===== src/rtl/line_window_fetch.sv =====
// Sequential 9-cell line window extractor for the gobang evaluator.
// Scans four directions around a candidate cell and emits own/blocking masks per direction.
module line_window_fetch (
  input  logic       clk,
  input  logic       rst,
  input  logic       start,
  input  logic [3:0] pos_row,
  input  logic [3:0] pos_col,
  input  logic       player,
  output logic       rd_en,
  output logic [7:0] rd_addr,
  input  logic [1:0] rd_data,
  output logic       busy,
  output logic       line_valid,
  output logic [1:0] line_dir,
  output logic [8:0] a_line,
  output logic [8:0] b_line,
  output logic       done
);

  localparam logic [1:0] S_IDLE = 2'd0;
  localparam logic [1:0] S_SCAN = 2'd1;
  localparam logic [1:0] S_LAST = 2'd2;
  localparam logic [1:0] S_DONE = 2'd3;

  logic [1:0] r_state;
  logic [3:0] r_row;
  logic [3:0] r_col;
  logic       r_player;
  logic [1:0] r_dir;
  logic [3:0] r_k;

  logic       r_p_valid;
  logic [3:0] r_p_k;
  logic       r_p_off;
  logic [1:0] r_p_dir;

  logic [7:0] r_a_sh;
  logic [7:0] r_b_sh;
  logic       r_line_valid;
  logic [1:0] r_line_dir;
  logic [8:0] r_a_line;
  logic [8:0] r_b_line;

  logic signed [5:0] w_off;
  logic signed [5:0] w_roff;
  logic signed [5:0] w_coff;
  logic signed [5:0] w_cell_row;
  logic signed [5:0] w_cell_col;
  logic              w_offboard;
  logic [7:0]        w_addr;
  logic              w_issue;
  logic [1:0]        w_own;
  logic [1:0]        w_opp;
  logic              w_cap_a;
  logic              w_cap_b;

  assign w_off = $signed({2'b00, r_k}) - 6'sd4;

  always_comb begin
    w_roff = '0;
    w_coff = '0;
    case (r_dir)
      2'd0: w_coff = w_off;
      2'd1: w_roff = w_off;
      2'd2: begin
        w_roff = w_off;
        w_coff = w_off;
      end
      default: begin
        w_roff = w_off;
        w_coff = -w_off;
      end
    endcase
  end

  assign w_cell_row = $signed({2'b00, r_row}) + w_roff;
  assign w_cell_col = $signed({2'b00, r_col}) + w_coff;
  assign w_offboard = (w_cell_row < 6'sd0) || (w_cell_row > 6'sd14) ||
                      (w_cell_col < 6'sd0) || (w_cell_col > 6'sd14);
  // row*15 formed as row*16 - row
  assign w_addr  = {w_cell_row[3:0], 4'b0000} - {4'b0000, w_cell_row[3:0]}
                 + {4'b0000, w_cell_col[3:0]};
  assign w_issue = (r_state == S_SCAN);

  assign rd_en   = w_issue && !w_offboard;
  assign rd_addr = rd_en ? w_addr : '0;

  assign w_own = r_player ? 2'b10 : 2'b01;
  assign w_opp = r_player ? 2'b01 : 2'b10;

  // Centre is a hypothetical placement, so its RAM contents are ignored.
  always_comb begin
    w_cap_a = 1'b0;
    w_cap_b = 1'b0;
    if (r_p_k == 4'd4) begin
      w_cap_a = 1'b1;
    end else if (r_p_off) begin
      w_cap_b = 1'b1;
    end else if (rd_data == w_own) begin
      w_cap_a = 1'b1;
    end else if (rd_data == w_opp) begin
      w_cap_b = 1'b1;
    end
  end

  always_ff @(posedge clk) begin
    if (rst) begin
      r_state      <= S_IDLE;
      r_row        <= '0;
      r_col        <= '0;
      r_player     <= 1'b0;
      r_dir        <= '0;
      r_k          <= '0;
      r_p_valid    <= 1'b0;
      r_p_k        <= '0;
      r_p_off      <= 1'b0;
      r_p_dir      <= '0;
      r_a_sh       <= '0;
      r_b_sh       <= '0;
      r_line_valid <= 1'b0;
      r_line_dir   <= '0;
      r_a_line     <= '0;
      r_b_line     <= '0;
    end else begin
      r_line_valid <= 1'b0;
      r_p_valid    <= w_issue;
      r_p_k        <= r_k;
      r_p_off      <= w_offboard;
      r_p_dir      <= r_dir;

      if (r_p_valid) begin
        if (r_p_k == 4'd8) begin
          r_a_line     <= {w_cap_a, r_a_sh};
          r_b_line     <= {w_cap_b, r_b_sh};
          r_line_dir   <= r_p_dir;
          r_line_valid <= 1'b1;
        end else begin
          r_a_sh[r_p_k[2:0]] <= w_cap_a;
          r_b_sh[r_p_k[2:0]] <= w_cap_b;
        end
      end

      case (r_state)
        S_IDLE: begin
          if (start && (pos_row <= 4'd14) && (pos_col <= 4'd14)) begin
            r_row    <= pos_row;
            r_col    <= pos_col;
            r_player <= player;
            r_dir    <= '0;
            r_k      <= '0;
            r_state  <= S_SCAN;
          end
        end
        S_SCAN: begin
          if (r_k == 4'd8) begin
            r_k <= '0;
            if (r_dir == 2'd3) begin
              r_state <= S_LAST;
            end else begin
              r_dir <= r_dir + 2'd1;
            end
          end else begin
            r_k <= r_k + 4'd1;
          end
        end
        // Final window strobe marks the end of the pipeline drain.
        S_LAST: begin
          if (r_line_valid) begin
            r_state <= S_DONE;
          end
        end
        default: r_state <= S_IDLE;
      endcase
    end
  end

  assign busy       = (r_state != S_IDLE);
  assign done       = (r_state == S_DONE);
  assign line_valid = r_line_valid;
  assign line_dir   = r_line_dir;
  assign a_line     = r_a_line;
  assign b_line     = r_b_line;

endmodule

===== config.mk =====
export PLATFORM = sky130hd
export DESIGN_NAME = line_window_fetch
export DESIGN_NICKNAME = d
export VERILOG_FILES = /design/src/rtl/line_window_fetch.sv
export SDC_FILE = /design/constraint.sdc
export NUM_CORES = 1
export LEC_CHECK = 0
export BUFFER_PORTS_ARGS = -buffer_cell sky130_fd_sc_hd__buf_2
export CAP_MARGIN = 40
export CORE_ASPECT_RATIO = 0.5
export CORE_UTILIZATION = 35
export CTS_BUF_LIST = sky130_fd_sc_hd__clkbuf_4 sky130_fd_sc_hd__clkbuf_8
export CTS_CLUSTER_DIAMETER = 80
export DETAILED_ROUTE_END_ITERATION = 8
export GPL_TIMING_DRIVEN = 0
export PLACE_DENSITY = 0.61
export SLEW_MARGIN = 30
export SYNTH_ARGS = -nofsm -noshare
export SYNTH_HDL_FRONTEND = slang
export SYNTH_SLANG_ARGS = --single-unit

===== constraint.sdc =====
create_clock -name clk -period 6.7 [get_ports clk]
set_input_delay 1.34 -clock clk [delete_from_list [all_inputs] [get_ports clk]]
set_output_delay 1.34 -clock clk [all_outputs]
set_load 0.02 [all_outputs]

==> summary.md, run 1 <==
| Metric | Value |
|---|---|
| Layout Nets | 492 |
| Dominant cell type by count on the critical path | sky130_fd_sc_hd__ha_1 |
| Share of power burned in the clock network | 31.8% |
| Met1 GRT Util | 22.0% |
| Post-synthesis cell area | 0.00334 mm² |
| Via-per-instance ratio | 5.01 |
| Total vias in the final route | 2850 |
| TritonCTS buffer count | 9 |
| HPWL after detailed placement | 5580 µm |
| Die X | 140 µm |
| Quantity of I/O buffers inserted on ports | 44 |
| Number of instances in the synthesized netlist | 394 |
| DRC Markers | 0 |
| Max frequency | 194 MHz |
| Top cell family by delay on the critical path | adder cells |
| Critical path capture point type | primary output |
| Vias in the first global route | 2528 |
| Final clock skew | 0.00586 ns |
| CTS tree | yes |
| Initial antenna violation count | 0 |
| Proportion of layout cells with a drive suffix above 1 | 15.9% |
| Largest fanout of any net on the critical path | 10 |
| Number of flip-flops and latches in the synthesized netlist | 62 |
| Slowest Stage Delay on Critical Path | 0.60 ns |
| Detailed-router iteration count before antenna repair | 4 |
| Die Y-Extent | 71.1 µm |
| Number of warnings issued by yosys | 0 |
| Routed len/inst | 13.2 µm |
| WP data arrival | 3.82 ns |
| Antenna diode instance count | 0 |
| Main flop type after synthesis | sky130_fd_sc_hd__dfxtp_1 |
| Count of maximum capacitance violations | 0 |
| Net Switching | 327 µW |
| Distinct cell type count of the synthesized netlist | 51 |
| Clk Tree Root Cell | sky130_fd_sc_hd__clkbuf_8 |
| Leakage | 1.65 nW |
| RSZ-0062 raised after global routing | false |
| Share of total power in sequential cells | 39.5% |
| GRT Max-Usage Layer | met2 |
| Effective utilization at floorplan | 37.2% |
| Power density over the cells | 265 mW/mm² |
| First-pass GRT wire length | 12300 µm |
| Post-synthesis net count | 437 |
| Post CTS Setup Buffer Count | 0 |
| Area after DPL | 0.00371 mm² |
| Post-route total power | 1.04 mW |
| Number of buffer and inverter stages on the critical path | 2 |
| Switch share | 31.6% |
| Die area | 0.00996 mm² |
| # setup viols final | 0 |
| Gr usage total | 15.9% |
| Critical path launch point type | flop |
| Proportion of register bits with asynchronous set or reset after synthesis | 0% |
| Cell Chain, Critical Path | ha_1 -> buf_2 -> nor3_1 -> nor2_1 -> ha_1 -> fa_1 -> ha_1 -> nor2b_1 -> o21a_1 -> o21ai_0 -> nand3_1 -> a2111oi_2 -> buf_2 |
| Max-slew violation total from the final report | 0 |
| Largest voltage drop on the vdd net | 0.0943 mV |
| Layout overhead on the synthesized area | 16.9% |
| Global route total overflow | 0 |
| Met2 Usage GRT | 23.9% |
| Pin count of the biggest net entering global routing | 11 |
| H-Tree Level Count | 3 |
| Number of enable flip-flop cells after synthesis | 0 |
| Final-report hold violation count | 0 |
| WP data required | 5.36 ns |
| Util after Layout | 43.5% |
| I/O Pins | 46 |
| Slew at the pin with the worst max-slew slack | 0.615 ns |
| Remaining max-slew budget at the tightest pin | 58.4% |
| Clock tree sinks | 62 |
| Max stage delay cell, worst path | sky130_fd_sc_hd__fa_1 |
| Maximum buffer depth of the clock tree | 2 |
| Post-Syn Area per Cell | 8.48 µm² |
| Number of hold buffers added after CTS | 0 |
| Final Instance Area | 0.00390 mm² |
| Period utilization | 77.1% |
| Post-Route Hold Slack | 0.435 ns |
| Gates resized, CTS repair | 0 |
| Result of the run | complete, no violations |
| Standard-cell row count | 24 |
| Seq/Total Area, Yosys | 37.2% |
| Fill cells | 913 |
| Clk slew on worst S/H paths | 0.06 ns |
| Insertion delay of the later-clocked pin in the worst-skew pair | 0.34 ns |
| Final ANT Viol Nets | 0 |
| Violation count after the first detailed-route iteration | 165 |
| Sum of routed wire length over all layers | 7500 µm |
| Fraction of met3 tracks used by global routing | 4.27% |
| Class of the most critical hold timing path | flop to flop |
| Int Power | 708 µW |
| Final GP Congestion | 0.839 |
| Final setup TNS | 0 ns |
| Floorplan core area | 0.00898 mm² |
| Gate power share | 28.7% |
| Post-layout minimum cycle time | 5.16 ns |
| Critical setup path kind | flop to primary output |
-- Yosys cell counts (4+ instances only) --
cell | instances | area, µm²
sky130_fd_sc_hd__nor3_1 | 9 | 45.0
sky130_fd_sc_hd__mux2i_1 | 23 | 230
sky130_fd_sc_hd__dfxtp_1 | 62 | 1240
sky130_fd_sc_hd__nand3_1 | 11 | 55.1
sky130_fd_sc_hd__inv_1 | 18 | 67.6
sky130_fd_sc_hd__nand2_1 | 53 | 199
sky130_fd_sc_hd__a21oi_1 | 30 | 150
sky130_fd_sc_hd__nand2b_1 | 5 | 31.3
sky130_fd_sc_hd__o21ai_0 | 14 | 70.1
sky130_fd_sc_hd__a21o_1 | 8 | 60.1
sky130_fd_sc_hd__ha_1 | 26 | 325
sky130_fd_sc_hd__nor4_1 | 7 | 43.8
sky130_fd_sc_hd__xnor2_1 | 4 | 35.0
sky130_fd_sc_hd__nor2_1 | 53 | 199
sky130_fd_sc_hd__nand3b_1 | 4 | 30.0
sky130_fd_sc_hd__nor2b_1 | 6 | 37.5
sky130_fd_sc_hd__clkbuf_1 | 10 | 37.5
-- tightest hold or removal path, cell delays in order, from the launching register on --
cell	delay, ns
sky130_fd_sc_hd__dfxtp_1	0.30
sky130_fd_sc_hd__nand2_1	0.04
sky130_fd_sc_hd__a21oi_1	0.05
-- layout by cell type (no fill, tap or decap), drive strengths merged, types with 2 or more instances in the layout --
cell type	count
dfxtp	62
nor2	53
nand2	53
buf	48
a21oi	31
ha	26
mux2i	23
clkbuf	23
inv	18
o21ai	15
nand3	11
nor3	9
a21o	8
nor4	7
nor2b	6
nand2b	5
xnor2	5
nand3b	4
nand4	4
a211oi	3
xor2	3
and3	3
and3b	3
fa	3
o21ba	2
o31a	2
a2111oi	2
nor3b	2
-- cell type report --
| cell class | count | area, µm² | share of cell area, % |
|---|---|---|---|
| tap | 117 | 146 | 3.75 |
| inverter | 18 | 67.6 | 1.73 |
| clock inverter | 1 | 30.0 | 0.769 |
| clock buffer | 13 | 166 | 4.26 |
| multi-input combinational | 300 | 1980 | 50.6 |
| timing repair buffer | 44 | 220 | 5.64 |
| sequential | 62 | 1240 | 31.8 |
| buffer | 14 | 55.1 | 1.41 |
-- flip-flops by register name (all words and copies together), names as in the netlist, 2 cells and up --
register	cells
r_a_sh	8
r_col	4
r_b_sh	8
r_dir	2
r_state	2
r_row	4
b_line	9
line_dir	2
r_p_dir	2
r_k	4
a_line	9
r_p_k	4
-- through the flow --
| stage | setup slack, ns | std cells |
|---|---|---|
| 2_1_floorplan | 2.13 | 394 |
| 3_3_place_gp | 1.95 | 555 |
| 3_5_place_dp | 1.92 | 555 |
| 4_1_cts | 1.53 | 569 |
| 5_1_grt | 1.25 | 569 |
| 6_report | 1.54 | 569 |
-- metal layers --
| metal | routed length [µm] | part of all wire [%] |
|---|---|---|
| met1 | 3830 | 51 |
| met2 | 3210 | 43 |
| met3 | 363 | 4.8 |
| met4 | 99 | 1.3 |
| met5 | 0 | 0 |
-- kinds of logic after synthesis --
logic type,after synthesis,synth area share (%)
AOI/OAI and AO/OA,74,14.9
xor gates and xnor gates,8,2.32
adders and majority gates,29,11.5
buffers and inverters,32,3.67
DFF,62,37.2
muxes,24,7.23
and+or+nand+nor,165,23.1
-- power by group through the flow --
stage | Combinational (mW) | Clock, mW | Sequential [mW]
6_report | 0.298 | 0.329 | 0.409
5_1_grt | 0.328 | 0.355 | 0.412
4_1_cts | 0.296 | 0.339 | 0.409
3_5_place_dp | 0.295 | 0 | 0.416
3_3_place_gp | 0.291 | 0 | 0.416
2_1_floorplan | 0.234 | 0 | 0.411
-- path summary, 6_finish.rpt --
check | startpoint | to | slack (ns) | depth (start not counted)
max reg2reg | r_dir[0] | r_p_off | 3.74 | 10
min reg2reg | r_p_dir[0] | line_dir[0] | 0.43 | 2
min | r_p_dir[0] | line_dir[0] | 0.43 | 2
max | r_dir[0] | rd_addr[7] | 1.54 | 13
No activity file was read; power rests on OpenSTA's default activity.
==> run 2, diff against run 1 <==
--- a/config.mk
+++ b/config.mk
@@ -5,6 +5,7 @@
 export SDC_FILE = /design/constraint.sdc
 export NUM_CORES = 1
 export LEC_CHECK = 0
+export ABC_AREA = 1
 export BUFFER_PORTS_ARGS = -buffer_cell sky130_fd_sc_hd__buf_2
 export CAP_MARGIN = 40
 export CORE_ASPECT_RATIO = 0.5
==> constraint.sdc (replaced) <==
create_clock -name clk -period 5.3 [get_ports clk]
set_input_delay 1.06 -clock clk [delete_from_list [all_inputs] [get_ports clk]]
set_output_delay 1.06 -clock clk [all_outputs]
set_load 0.02 [all_outputs]
==> run 2 against run 1 <==
First-iteration DRC count is 14% lower. Sequential share of layout area is 0.15 points higher. Power is 57% higher. Count of clock-buffer cells in the layout is 2 lower. Non-clock buffer count is 3 lower. Design area is 0.48% lower. Critical endpoint is now rd_addr[6]. Largest cell class unchanged.
==> summary.md, run 2 <==
| Metric | Value |
|---|---|
| Result of the run | complete, no violations |
| Cell types with the largest area share after synthesis | sky130_fd_sc_hd__dfxtp_1, sky130_fd_sc_hd__nand2_1, sky130_fd_sc_hd__ha_1, sky130_fd_sc_hd__a21oi_1, sky130_fd_sc_hd__inv_1 |
| Main flop type after synthesis | sky130_fd_sc_hd__dfxtp_1 |
| TritonCTS buffer count | 9 (unchanged) |
| Layout Nets | 570 (+16%) |
| Standard-cell row count | 24 (unchanged) |
| Post CTS Setup Buffer Count | 0 (unchanged) |
| Library cell occupying the most area in the post-synthesis netlist | sky130_fd_sc_hd__dfxtp_1 |
| Gates resized, CTS repair | 0 (unchanged) |
| Routed len/inst | 11.5 µm (-13%) |
| Clk slew on worst S/H paths | 0.07 ns (about the same) |
| Most numerous cell in the Yosys netlist | sky130_fd_sc_hd__nand2_1 |
| Number of warnings issued by yosys | 0 (unchanged) |
| Layout overhead on the synthesized area | 17.0% |
| Critical path capture point type | primary output |
| Seq/Total Area, Yosys | 37.4% (+0.22 points) |
| Most common cell after layout, fill and taps aside | sky130_fd_sc_hd__nand2_1 |
| Proportion of layout cells with a drive suffix above 1 | 14.3% (-1.6 points) |
| Slew at the pin with the worst max-slew slack | 0.572 ns (-0.0430 ns) |
| CTS tree | yes |
| Antenna diode instance count | 0 (unchanged) |
| Final GP Congestion | 0.824 (-1.8%) |
| Global route total overflow | 0 (unchanged) |
| Final setup TNS | 0 ns (unchanged) |
| Period utilization | 88.2% |
| Maximum buffer depth of the clock tree | 2 (unchanged) |
| Floorplan core area | 0.00895 mm² (-0.33%) |
| Vias in the first global route | 2676 (+5.9%) |
| Post-Syn Area per Cell | 7.05 µm² (-17%) |
| Final ANT Viol Nets | 0 (unchanged) |
| Number of enable flip-flop cells after synthesis | 0 (unchanged) |
| Post-layout minimum cycle time | 4.67 ns |
| Max-slew violation total from the final report | 0 (unchanged) |
| Post-synthesis cell area | 0.00332 mm² (-0.60%) |
| Via-per-instance ratio | 4.63 (-7.6%) |
| Class of the most critical hold timing path | flop to flop |
| RSZ-0062 raised after global routing | false |
| Post-route total power | 1.63 mW (+57%) |
| Gr usage total | 16.3% (+0.36 points) |
| Die area | 0.00990 mm² (-0.59%) |
| DRC Markers | 0 (unchanged) |
| First-pass GRT wire length | 12700 µm (+2.7%) |
| # setup viols final | 0 (unchanged) |
| Critical path launch point type | flop |
| Count of maximum capacitance violations | 0 (unchanged) |
| Commonest cells after routing, fill and taps aside | sky130_fd_sc_hd__nand2_1, sky130_fd_sc_hd__inv_1, sky130_fd_sc_hd__dfxtp_1, sky130_fd_sc_hd__a21oi_1 |
| Number of flip-flops and latches in the synthesized netlist | 62 (unchanged) |
| Critical setup path kind | flop to primary output |
| Effective utilization at floorplan | 37.1% (-0.099 points) |
| Proportion of register bits with asynchronous set or reset after synthesis | 0% (unchanged) |
| Insertion delay of the later-clocked pin in the worst-skew pair | 0.34 ns (about the same) |
| Die Y-Extent | 70.9 µm (-0.30%) |
| Post-synthesis net count | 514 (+18%) |
| Power density over the cells | 419 mW/mm² (+58%) |
| Detailed-router iteration count before antenna repair | 4 (unchanged) |
| H-Tree Level Count | 3 (unchanged) |
| Area fraction of the dominant cell type after synthesis | 37.4% (+0.22 points) |
| Number of instances in the synthesized netlist | 471 (+20%) |
| Number of hold buffers added after CTS | 0 (unchanged) |
| Sum of routed wire length over all layers | 7460 µm (-0.53%) |
| Max frequency | 214 MHz |
| Initial antenna violation count | 0 (unchanged) |
| Total vias in the final route | 3000 (+5.3%) |
| Remaining max-slew budget at the tightest pin | 61.9% (+3.4 points) |
| I/O Pins | 46 (unchanged) |
| Clk Tree Root Cell | sky130_fd_sc_hd__clkbuf_8 |
| Violation count after the first detailed-route iteration | 142 (-14%) |
| WP data arrival | 3.61 ns (-0.21 ns) |
| Largest fanout of any net on the critical path | 6 (-4) |
| Distinct cell type count of the synthesized netlist | 29 (-43%) |
| HPWL after detailed placement | 5650 µm (+1.3%) |
| Ranking of synthesized cells by instance count | sky130_fd_sc_hd__nand2_1, sky130_fd_sc_hd__dfxtp_1, sky130_fd_sc_hd__inv_1 |
| Quantity of I/O buffers inserted on ports | 45 (+2.3%) |
| Slack of the worst reg-to-reg path | 2.58 ns (-1.16 ns) |
| WP data required | 4.24 ns (-1.12 ns) |
| Leakage | 1.89 nW (+15%) |
| Final clock skew | 0.0101 ns (+0.00421 ns) |
| Largest voltage drop on the vdd net | 0.137 mV (+45%) |
| Die X | 140 µm (-0.30%) |
| Pin count of the biggest net entering global routing | 11 (unchanged) |
| Final-report hold violation count | 0 (unchanged) |
| Clock tree sinks | 62 (unchanged) |
run 2: changes by cell type after synthesis, sizes merged, moves of 13 or more:
cell and change:
inv +47, a21oi +17, nand2 +76, nand3 +13, mux2i -23
run 2: area by class of cell:
cell class,count,area (µm²)
clock buffer,11,145
multi-input combinational,333,1790
clock inverter,4,47.5
buffer,10,43.8
sequential,62,1240
tap,117,146
timing repair buffer,45,225
fill,965,5060
inverter,66,249
run 2: worst paths after layout:
| path | to | depth (start not counted) | from |
|---|---|---|---|
| setup / recovery | rd_addr[6] | 18 | r_dir[0] |
| hold / removal | line_dir[0] | 2 | r_p_dir[0] |
| setup reg to reg | r_p_off | 18 | r_dir[0] |
| hold reg to reg | line_dir[0] | 2 | r_p_dir[0] |
run 2: routing by layer:
metal	vias to the layer above	wire length, µm	GRT usage [%]
met2	48	3240	25.3
met3	2	234	3.86
li1	1616	-	-
met4	0	36	4.40
met1	1334	3960	22.7
met5	-	0	0
run 2: report_power, final:
part / switching [mW] / internal (mW)
clock network: 0.177 / 0.231
registers: 0.0266 / 0.502
logic: 0.430 / 0.261
run 2: worst max-delay path: stages (launching register included):
cell and delay, ns:
sky130_fd_sc_hd__dfxtp_1 0.33, sky130_fd_sc_hd__inv_1 0.11, sky130_fd_sc_hd__ha_1 0.24, sky130_fd_sc_hd__nor2_1 0.21
sky130_fd_sc_hd__nand2_1 0.11, sky130_fd_sc_hd__inv_1 0.10, sky130_fd_sc_hd__nor2_1 0.05, sky130_fd_sc_hd__ha_1 0.21
sky130_fd_sc_hd__fa_1 0.41, sky130_fd_sc_hd__xnor2_1 0.24, sky130_fd_sc_hd__inv_1 0.07, sky130_fd_sc_hd__ha_1 0.33
sky130_fd_sc_hd__nand2_1 0.08, sky130_fd_sc_hd__inv_1 0.03, sky130_fd_sc_hd__o21ai_0 0.20, sky130_fd_sc_hd__nand3_1 0.12
sky130_fd_sc_hd__xnor2_1 0.14, sky130_fd_sc_hd__nor2_1 0.11, sky130_fd_sc_hd__buf_2 0.17
run 2: cells by family after synthesis:
logic type               after synthesis  synth area share, %
AND/OR/NAND/NOR                      218                 27.4
AO/OA/AOI/OAI                         78                 12.5
buffers and inverters                 76                 8.82
flip-flops                            62                 37.4
adder cells (fa/ha/maj)               29                 11.6
XOR/XNOR                               8                 2.34
run 2: stage by stage:
stage | util [%] | setup slack, ns | cells | hold slack, ns | area [µm²]
2_1_floorplan | - | 1.29 | 471 | 0.426 | 3320
5_1_grt | 43.4 | 0.352 | 648 | 0.483 | 3880
3_5_place_dp | 41.3 | 0.977 | 633 | 0.436 | 3690
3_3_place_gp | 41.3 | 0.986 | 633 | 0.433 | 3690
4_1_cts | 43.4 | 0.606 | 648 | 0.455 | 3880
6_report | 43.4 | 0.627 | 648 | 0.451 | 3880
==> run 3, diff against run 2 <==
--- a/config.mk
+++ b/config.mk
@@ -15,6 +15,7 @@
 export DETAILED_ROUTE_END_ITERATION = 8
 export GPL_TIMING_DRIVEN = 0
 export PLACE_DENSITY = 0.61
+export RECOVER_POWER = 100
 export SLEW_MARGIN = 30
 export SYNTH_ARGS = -nofsm -noshare
 export SYNTH_HDL_FRONTEND = slang
==> run 3 against run 2 <==
Design area shrank 1.9%. Via count barely moved. Critical path depth stayed put.
==> summary.md, run 3 (synthesis results as in run 2) <==
| Metric | Value |
|---|---|
| Final clock skew | 0.00952 ns (-0.000549 ns) |
| Most common cell after layout, fill and taps aside | sky130_fd_sc_hd__nand2_1 |
| Largest voltage drop on the vdd net | 0.137 mV (about the same) |
| Share of total power in sequential cells | 32.9% (+0.4 points) |
| Post CTS Setup Buffer Count | 0 (unchanged) |
| Max-slew violation total from the final report | 0 (unchanged) |
| Remaining max-slew budget at the tightest pin | 30.3% (-32 points) |
| Met2 Usage GRT | 25.3% (unchanged) |
| Pin count of the biggest net entering global routing | 11 (unchanged) |
| Gr usage total | 16.3% (unchanged) |
| Proportion of layout cells with a drive suffix above 1 | 6.59% (-7.7 points) |
| Cell Chain, Critical Path | inv_1 -> ha_1 -> nor2_1 -> nand2_1 -> inv_1 -> nor2_1 -> ha_1 -> fa_1 -> xnor2_1 -> inv_1 -> ha_1 -> nand2_1 -> inv_1 -> o21ai_0 -> nand3_1 -> xnor2_1 -> nor2_1 -> clkbuf_1 |
| Total vias in the final route | 2998 (-0.067%) |
| Quantity of I/O buffers inserted on ports | 45 (unchanged) |
| Sum of routed wire length over all layers | 7510 µm (+0.66%) |
| Vias in the first global route | 2676 (unchanged) |
| Slowest Stage Delay on Critical Path | 0.41 ns (about the same) |
| Die area | 0.00990 mm² (unchanged) |
| Met1 GRT Util | 22.7% (unchanged) |
| Util after Layout | 42.6% (-0.81 points) |
| Gate power share | 41.8% (-0.7 points) |
| Power density over the cells | 421 mW/mm² (+0.53%) |
| Count of maximum capacitance violations | 0 (unchanged) |
| Max stage delay cell, worst path | sky130_fd_sc_hd__fa_1 |
| Top cell family by delay on the critical path | adder cells |
| H-Tree Level Count | 3 (unchanged) |
| Final GP Congestion | 0.824 (unchanged) |
| Result of the run | complete, no violations |
| WP data required | 4.24 ns (about the same) |
| Antenna diode instance count | 0 (unchanged) |
| Final ANT Viol Nets | 0 (unchanged) |
| Period utilization | 89.4% (+1.2 points) |
| Switch share | 38.5% (-0.43 points) |
| Fill cells | 983 (+1.9%) |
| Insertion delay of the later-clocked pin in the worst-skew pair | 0.34 ns (about the same) |
| Class of the most critical hold timing path | flop to flop |
| # setup viols final | 0 (unchanged) |
| WP data arrival | 3.68 ns (+0.07 ns) |
| First-pass GRT wire length | 12700 µm (unchanged) |
| I/O Pins | 46 (unchanged) |
| Violation count after the first detailed-route iteration | 170 (+20%) |
| Dominant cell type by count on the critical path | sky130_fd_sc_hd__inv_1 |
| Routed len/inst | 11.6 µm (+0.66%) |
| CTS tree | yes |
| GRT Max-Usage Layer | met2 |
| Commonest cells after routing, fill and taps aside | sky130_fd_sc_hd__nand2_1, sky130_fd_sc_hd__inv_1, sky130_fd_sc_hd__dfxtp_1, sky130_fd_sc_hd__nor2_1, sky130_fd_sc_hd__a21oi_1 |
| Share of power burned in the clock network | 25.3% (+0.2 points) |
| Maximum buffer depth of the clock tree | 2 (unchanged) |
| Standard-cell row count | 24 (unchanged) |
| Critical path launch point type | flop |
| Clk Tree Root Cell | sky130_fd_sc_hd__clkbuf_8 |
| Global route total overflow | 0 (unchanged) |
| RSZ-0062 raised after global routing | false |
| Critical setup path kind | flop to primary output |
| TritonCTS buffer count | 9 (unchanged) |
| Final setup TNS | 0 ns (unchanged) |
| Slew at the pin with the worst max-slew slack | 1.03 ns (+0.462 ns) |
| Initial antenna violation count | 0 (unchanged) |
| Die X | 140 µm (unchanged) |
| Fraction of met3 tracks used by global routing | 3.86% (unchanged) |
| Int Power | 988 µW (-0.66%) |
| Via-per-instance ratio | 4.63 (about the same) |
| Effective utilization at floorplan | 37.1% (unchanged) |
| Layout Nets | 570 (unchanged) |
| Floorplan core area | 0.00895 mm² (unchanged) |
| Critical path capture point type | primary output |
| Net Switching | 619 µW (-2.4%) |
| Clock tree sinks | 62 (unchanged) |
| Leakage | 1.74 nW (-8.3%) |
| Largest fanout of any net on the critical path | 6 (unchanged) |
| Final-report hold violation count | 0 (unchanged) |
| HPWL after detailed placement | 5650 µm (unchanged) |
| Gates resized, CTS repair | 0 (unchanged) |
| Layout overhead on the synthesized area | 14.8% |
| Post-layout minimum cycle time | 4.74 ns (+0.0662 ns) |
| Die Y-Extent | 70.9 µm (unchanged) |
| Detailed-router iteration count before antenna repair | 5 (+1) |
| Number of hold buffers added after CTS | 0 (unchanged) |
| Max frequency | 211 MHz (-1.4%) |
| DRC Markers | 0 (unchanged) |
| Clk slew on worst S/H paths | 0.07 ns (about the same) |
| Number of buffer and inverter stages on the critical path | 5 (unchanged) |
[run 3: area by class of cell]
type | instances | area [µm²] | share of cell area (%)
Tap cell | 117 | 146 | 3.84
Sequential cell | 62 | 1240 | 32.6
Clock inverter | 4 | 47.5 | 1.25
Buffer | 10 | 42.5 | 1.12
Clock buffer | 11 | 145 | 3.81
Multi-Input combinational cell | 333 | 1760 | 46.1
Inverter | 66 | 249 | 6.53
Timing Repair Buffer | 45 | 183 | 4.79
[run 3: path summary, 6_finish.rpt]
| check | from | end | slack (ns) | depth (start not counted) |
|---|---|---|---|---|
| worst max-delay path | r_dir[0] | rd_addr[6] | 0.56 | 18 |
| worst min-delay path | r_p_dir[0] | line_dir[0] | 0.45 | 2 |
| worst max register to register | r_dir[0] | r_p_off | 2.64 | 18 |
| worst min register to register | r_p_dir[0] | line_dir[0] | 0.45 | 2 |
[run 3: power groups by stage]
stage | sequential [mW] | clock, mW | combinational [mW]
CTS | 0.529 | 0.417 | 0.696
finish | 0.529 | 0.406 | 0.672
floorplan | 0.533 | 0 | 0.560
detailed placement | 0.539 | 0 | 0.692
global placement | 0.539 | 0 | 0.690
global route | 0.535 | 0.437 | 0.776
[run 3: per-stage QoR]
| step | setup WS, ns | instances | instance area [µm²] | hold WS, ns | total power [mW] |
|---|---|---|---|---|---|
| floorplan | 1.29 | 471 | 3320 | 0.426 | 1.09 |
| global placement | 0.986 | 633 | 3690 | 0.433 | 1.23 |
| detailed placement | 0.977 | 633 | 3690 | 0.436 | 1.23 |
| CTS | 0.606 | 648 | 3880 | 0.455 | 1.64 |
| global route | 0.273 | 648 | 3810 | 0.483 | 1.75 |
| finish | 0.560 | 648 | 3810 | 0.449 | 1.61 |
[run 3: metal layers]
layer,vias to the layer above,wire length [µm]
li1,1615,-
met4,0,36
met2,54,3200
met1,1327,3990
met5,-,0
met3,2,281
[run 3: worst min-delay path: cells and delay by family, from the launching register on]
family / cells / cell delay [ns]
AND/OR/NAND/NOR: 1 / 0.05
AO/OA/AOI/OAI: 1 / 0.05
flip-flops: 1 / 0.30
